## config.mk

```make
export PLATFORM = sky130hd
export DESIGN_NAME = mem_arbiter
export DESIGN_NICKNAME = d
export VERILOG_FILES = /design/src/rtl/mem_arbiter_pkg.sv /design/src/rtl/mem_arbiter_wdog.sv /design/src/rtl/mem_arbiter.sv
export SDC_FILE = /design/constraint.sdc
export NUM_CORES = 1
export LEC_CHECK = 0
export ABC_AREA = 1
export ABC_CLOCK_PERIOD_IN_PS = 2550
export CAP_MARGIN = 30
export CORE_MARGIN = 5
export CORE_UTILIZATION = 25
export DETAILED_ROUTE_END_ITERATION = 6
export PLACE_DENSITY_LB_ADDON = 0.15
export SLEW_MARGIN = 40
export SYNTH_ARGS = -nofsm -noshare
export SYNTH_HDL_FRONTEND = slang
export SYNTH_SLANG_ARGS = --single-unit
```

## constraint.sdc

```tcl
create_clock -name clk -period 2.55 [get_ports clk]
set_input_delay 0.3825 -clock clk [delete_from_list [all_inputs] [get_ports clk]]
set_output_delay 0.3825 -clock clk [all_outputs]
set_load 0.03 [all_outputs]
```

## src/rtl/mem_arbiter_pkg.sv

```systemverilog
// Shared types for the instruction/data memory arbiter: FSM states, data
// access mode encoding and port identifiers.
`ifndef ADDR_WIDTH
`define ADDR_WIDTH 32
`endif
`ifndef WORD_WIDTH
`define WORD_WIDTH 32
`endif

package mem_arbiter_pkg;

  typedef enum logic [1:0] {
    IDLE    = 2'd0,
    GRANT_I = 2'd1,
    GRANT_D = 2'd2
  } arb_state_e;

  typedef enum logic {
    MODE_WORD = 1'b0,
    MODE_BYTE = 1'b1
  } d_mode_e;

  typedef enum logic {
    PORT_I = 1'b0,
    PORT_D = 1'b1
  } port_e;

endpackage

```

## src/rtl/mem_arbiter_wdog.sv

```systemverilog
// Memory-wait watchdog: counts enabled cycles and flags the cycle in which
// the count would reach the limit.
module wdog_counter (
  input  logic       clk,
  input  logic       rst_n,
  input  logic       clear,
  input  logic       enable,
  input  logic [7:0] limit,
  output logic       expired
);

  logic [7:0] cnt_q;
  logic [7:0] cnt_d;

  always_comb begin
    cnt_d = cnt_q;
    if (clear) begin
      cnt_d = 8'd0;
    end else if (enable) begin
      cnt_d = cnt_q + 8'd1;
    end
  end

  always_ff @(posedge clk or negedge rst_n) begin
    if (!rst_n) begin
      cnt_q <= 8'd0;
    end else begin
      cnt_q <= cnt_d;
    end
  end

  // Fires during the limit-th waiting cycle so the transfer ends exactly there.
  assign expired = enable && !clear && ((cnt_q + 8'd1) == limit);

endmodule

```

## src/rtl/mem_arbiter.sv

```systemverilog
// Arbitrates an instruction-fetch port and a data port onto one single-port
// memory, alternating on contention and bounding memory waits with a watchdog.
module mem_arbiter
  import mem_arbiter_pkg::*;
#(
  parameter int ADDR_WIDTH     = `ADDR_WIDTH,
  parameter int WORD_WIDTH     = `WORD_WIDTH,
  parameter int TIMEOUT_CYCLES = 15
) (
  input  logic                  clk,
  input  logic                  rst_n,
  input  logic                  i_req,
  input  logic [ADDR_WIDTH-1:0] i_addr,
  output logic                  i_valid,
  output logic [WORD_WIDTH-1:0] i_rdata,
  input  logic                  d_req,
  input  logic                  d_write,
  input  logic                  d_mode,
  input  logic [ADDR_WIDTH-1:0] d_addr,
  input  logic [WORD_WIDTH-1:0] d_wdata,
  output logic                  d_valid,
  output logic [WORD_WIDTH-1:0] d_rdata,
  output logic                  err,
  output logic                  mem_req,
  output logic                  mem_write,
  output logic                  mem_mode,
  output logic [ADDR_WIDTH-1:0] mem_addr,
  output logic [WORD_WIDTH-1:0] mem_wdata,
  input  logic                  mem_ack,
  input  logic [WORD_WIDTH-1:0] mem_rdata
);

  localparam logic [7:0] LIMIT = 8'(TIMEOUT_CYCLES);

  arb_state_e            state_q, state_d;
  port_e                 last_q, last_d;
  logic [ADDR_WIDTH-1:0] mem_addr_q, mem_addr_d;
  logic [WORD_WIDTH-1:0] mem_wdata_q, mem_wdata_d;
  logic                  mem_write_q, mem_write_d;
  logic                  mem_mode_q, mem_mode_d;
  logic                  i_valid_q, i_valid_d;
  logic                  d_valid_q, d_valid_d;
  logic                  err_q, err_d;
  logic [WORD_WIDTH-1:0] i_rdata_q, i_rdata_d;
  logic [WORD_WIDTH-1:0] d_rdata_q, d_rdata_d;

  logic in_grant;
  logic wd_expired;
  logic i_req_eff;
  logic d_req_eff;

  assign in_grant = (state_q != IDLE);
  // A requester still holds req during its own valid cycle; ignore it there.
  assign i_req_eff = i_req & ~i_valid_q;
  assign d_req_eff = d_req & ~d_valid_q;

  wdog_counter u_wdog (
    .clk     (clk),
    .rst_n   (rst_n),
    .clear   (~in_grant),
    .enable  (in_grant & ~mem_ack),
    .limit   (LIMIT),
    .expired (wd_expired)
  );

  always_comb begin
    state_d     = state_q;
    last_d      = last_q;
    mem_addr_d  = mem_addr_q;
    mem_wdata_d = mem_wdata_q;
    mem_write_d = mem_write_q;
    mem_mode_d  = mem_mode_q;
    i_rdata_d   = i_rdata_q;
    d_rdata_d   = d_rdata_q;
    i_valid_d   = 1'b0;
    d_valid_d   = 1'b0;
    err_d       = 1'b0;
    case (state_q)
      IDLE: begin
        if (d_req_eff && (!i_req_eff || last_q == PORT_I)) begin
          state_d     = GRANT_D;
          last_d      = PORT_D;
          mem_addr_d  = d_addr;
          mem_wdata_d = d_wdata;
          mem_write_d = d_write;
          mem_mode_d  = d_mode;
        end else if (i_req_eff) begin
          state_d     = GRANT_I;
          last_d      = PORT_I;
          mem_addr_d  = i_addr;
          mem_wdata_d = '0;
          mem_write_d = 1'b0;
          mem_mode_d  = logic'(MODE_WORD);
        end
      end
      GRANT_I, GRANT_D: begin
        if (mem_ack || wd_expired) begin
          state_d = IDLE;
          err_d   = ~mem_ack;
          if (state_q == GRANT_I) begin
            i_valid_d = 1'b1;
            i_rdata_d = mem_ack ? mem_rdata : '0;
          end else begin
            d_valid_d = 1'b1;
            d_rdata_d = mem_ack ? mem_rdata : '0;
          end
        end
      end
      default: state_d = IDLE;
    endcase
  end

  always_ff @(posedge clk or negedge rst_n) begin
    if (!rst_n) begin
      state_q     <= IDLE;
      last_q      <= PORT_I;
      mem_addr_q  <= '0;
      mem_wdata_q <= '0;
      mem_write_q <= 1'b0;
      mem_mode_q  <= 1'b0;
      i_valid_q   <= 1'b0;
      d_valid_q   <= 1'b0;
      err_q       <= 1'b0;
      i_rdata_q   <= '0;
      d_rdata_q   <= '0;
    end else begin
      state_q     <= state_d;
      last_q      <= last_d;
      mem_addr_q  <= mem_addr_d;
      mem_wdata_q <= mem_wdata_d;
      mem_write_q <= mem_write_d;
      mem_mode_q  <= mem_mode_d;
      i_valid_q   <= i_valid_d;
      d_valid_q   <= d_valid_d;
      err_q       <= err_d;
      i_rdata_q   <= i_rdata_d;
      d_rdata_q   <= d_rdata_d;
    end
  end

  assign mem_req   = in_grant;
  assign mem_write = mem_write_q;
  assign mem_mode  = mem_mode_q;
  assign mem_addr  = mem_addr_q;
  assign mem_wdata = mem_wdata_q;
  assign i_valid   = i_valid_q;
  assign d_valid   = d_valid_q;
  assign i_rdata   = i_rdata_q;
  assign d_rdata   = d_rdata_q;
  assign err       = err_q;

endmodule

```

==> results.cfg <==
[drt]
viasPerCell = 4.44
ant_nets = 0
drcViolationCount = 0
dr.pass1.iters = 5
drtIter0Drc = 337
routed_wl_um = 21900
wl_per_cell_um = 16.8
dr_total_vias = 5800

[run_status]
status = finished clean

[pwr]
p_comb_share_pct = 52.0
power_frac_seq_pct = 29.5
ir_worst_vdd_mv = 0.666
leakage_nw = 4.38
pwr-share-clk_pct = 18.6
p_sw_share_pct = 44.5
internal_power_mw = 7.37
power_density_nw_per_um2 = 1350
switching_power_mw = 5.90

[finish]
multi_input_area_um2 = 2150
drive_gt1_share_pct = 6.93
seqCellArea_um2 = 3600
finalNetCount = 1107
num-fill-cells = 2441
area_growth_pct = 59.4
diodes = 0
final_cell_area_um2 = 9830

[timing]
max_slew.worst_pin.slew_ps = 693
max_freq_mhz = 439
finalSetupViolCount = 0
period_needed_ps = 2280
fin_crit_sh_pct = 89.4
relSlewSlack_pct = 53.8
rsz0062_at_grt = no
setup-tns-final_ps = 0
finalClockSkew_ps = 12.5
slew_violations = 0
hold_viol_final = 0

[global_route]
grt_overflow_total = 0
grt_pass1_wl_um = 34800
antenna_found_initial = 1
track_usage_pct = 15.7
met3_usage_pct = 6.18
met2_usage_pct = 23.1
met1_usage_pct = 21.7
grt_pass1_vias = 5768
grt-busiest-layer = met2
grt_max_degree = 99

[placed_design]
port_buffers = 268
place.gp.congestion = 0.769
placed_cell_area_um2 = 9240
hpwl_um = 15300

[cts]
cts_setup_buffers = 0
clk_latency_ps = 430
clock_sinks = 144
cts_resized = 0
cts_root_buf = clkbuf_16
holdBufCountCts = 1
htree_num_levels = 4
cts_buffer_depth = 2
cts-buffers-inserted = 17
clkTransAtPathRegs_ps = 60
cts_tree = done

[die]
die_height_um = 167
dieArea_um2 = 27900
dieWidth_um = 167
start_util_pct = 25.4
ios = 269
core_area_um2 = 24300
std_cell_rows = 57

[setup_path]
cp.required_ps = 2170
crit_path_top_delay_cell = clkdlybuf4s50_1
cp_cell_sequence = inv_1 > ha_1 > clkinv_1 > clkdlybuf4s50_1
critPathKind = reg2out
slowest_delay_ps = 760
cp.arrival_ps = 1900
crit_path_end_kind = output port
startpoint_type = flip-flop
worstPathMaxFanout = 3
r2r_cells = 13

[yosys]
synth.avg_cell_area_um2 = 8.71
synth_cell_types = 21
post_synth_inst_count = 708
yosysSeqAreaShare_pct = 58.4
synth_nets = 847
synth_seq_cells = 144
syn_area_um2 = 6170
ys_warn_count = 0

[min_path]
hold_depth = 4
hp-class = in2reg

[flow_run]
drv_cap = 0
## Yosys cell counts
cell type    n  area share [%]
clkbuf_1    33             2.0
nand3_4      1            0.28
nand2_2     11             1.1
a31oi_1     32             3.2
xor2_1       1            0.14
a21oi_1      1           0.081
clkinv_1     1           0.061
nand2_1    218              13
nand4_1     33             3.3
o21ai_0     42             3.4
buf_6        3            0.55
o21ai_1      1           0.081
dfrtp_1    144              58
inv_1       54             3.3
nand3_1     72             5.8
buf_2       10            0.81
o22ai_1      2            0.20
a21oi_4      1            0.26
ha_1         4            0.81
nor2_1      41             2.5
nor2_2       3            0.30
## final timing paths
kind / slack, ps / to / from
min in group asynchronous: 470 / mem_mode$_DFFE_PN0P_ / rst_n
max in group asynchronous: 1430 / mem_addr[23]$_DFFE_PN0P_ / rst_n
worst min register to register: 470 / i_rdata[11]$_DFFE_PN0P_ / i_rdata[11]$_DFFE_PN0P_
worst max-delay path: 270 / mem_req / state_q[0]$_DFFE_PN0P_
worst min-delay path: 320 / u_wdog.cnt_q[2]$_DFFE_PN0P_ / mem_ack
worst max register to register: 530 / d_rdata[21]$_DFFE_PN0P_ / state_q[0]$_DFFE_PN0P_
## worst max-delay path, delay by kind of cell, from the launching register on
kind / cells / cell delay (ps)
flip-flops: 1 / 370
buffers and inverters: 3 / 890
adder cells (fa/ha/maj): 1 / 220
## stage by stage
step	utilization, %	instances	power [mW]	hold slack (ps)	setup slack (ps)
after floorplan	-	708	7.79	86.9	688
after global placement	38.0	1272	10.9	388	361
after detailed placement	38.0	1272	10.9	376	373
after CTS	40.4	1305	13.5	298	192
after global routing	40.4	1305	14.2	341	136
final	40.4	1305	13.3	315	270
## per-layer routing
layer / vias up / part of all wire, % / wire length, um
met5: - / 0.091 / 20
met4: 2 / 0.92 / 202
met3: 16 / 9.6 / 2100
met2: 232 / 44 / 9630
met1: 2720 / 46 / 9980
li1: 2830 / - / -
## state kept, by name, summed over array words and instances, names as in the netlist, 2 cells and up
name / flops
i_rdata: 32
u_wdog.cnt_q: 8
mem_wdata: 32
mem_addr: 32
state_q: 2
d_rdata: 32
## layout by cell type (no fill, tap or decap), types with 2 or more instances in the layout
master and n:
a31oi_1 32, buf_12 5, buf_4 13, clkbuf_16 17, clkbuf_8 2, clkdlybuf4s50_1 266
clkinv_4 3, clkinvlp_4 4, dfrtp_1 144, ha_1 4, inv_1 54, inv_6 4
nand2_1 218, nand2_2 11, nand3_1 72, nand4_1 33, nor2_1 41, nor2_2 3
o21ai_0 42, o22ai_1 2
## power groups by stage
stage	Combinational [mW]	Sequential [mW]	Clock, mW
after global placement	7.00	3.94	0
after global routing	7.44	4.06	2.66
after floorplan	1.90	5.88	0
after detailed placement	7.00	3.95	0
final	6.90	3.91	2.46
after CTS	7.02	3.93	2.56
## cell families after synthesis
kind of cell	synth area share, %
AOI/OAI and AO/OA	7.28
xor gates and xnor gates	0.142
adders and majority gates	0.811
buffers and inverters	6.71
DFF	58.4
and+or+nand+nor	26.6
## area by class of cell
cell class / count / area share, %
multi-input cells: 463 / 21.9
clock buffers: 19 / 4.61
clock inverters: 13 / 1.29
inverters: 55 / 2.10
repair buffers: 287 / 29.4
well taps: 324 / 4.12
flip-flops and latches: 144 / 36.6
No activity file was read; power rests on OpenSTA's default activity.
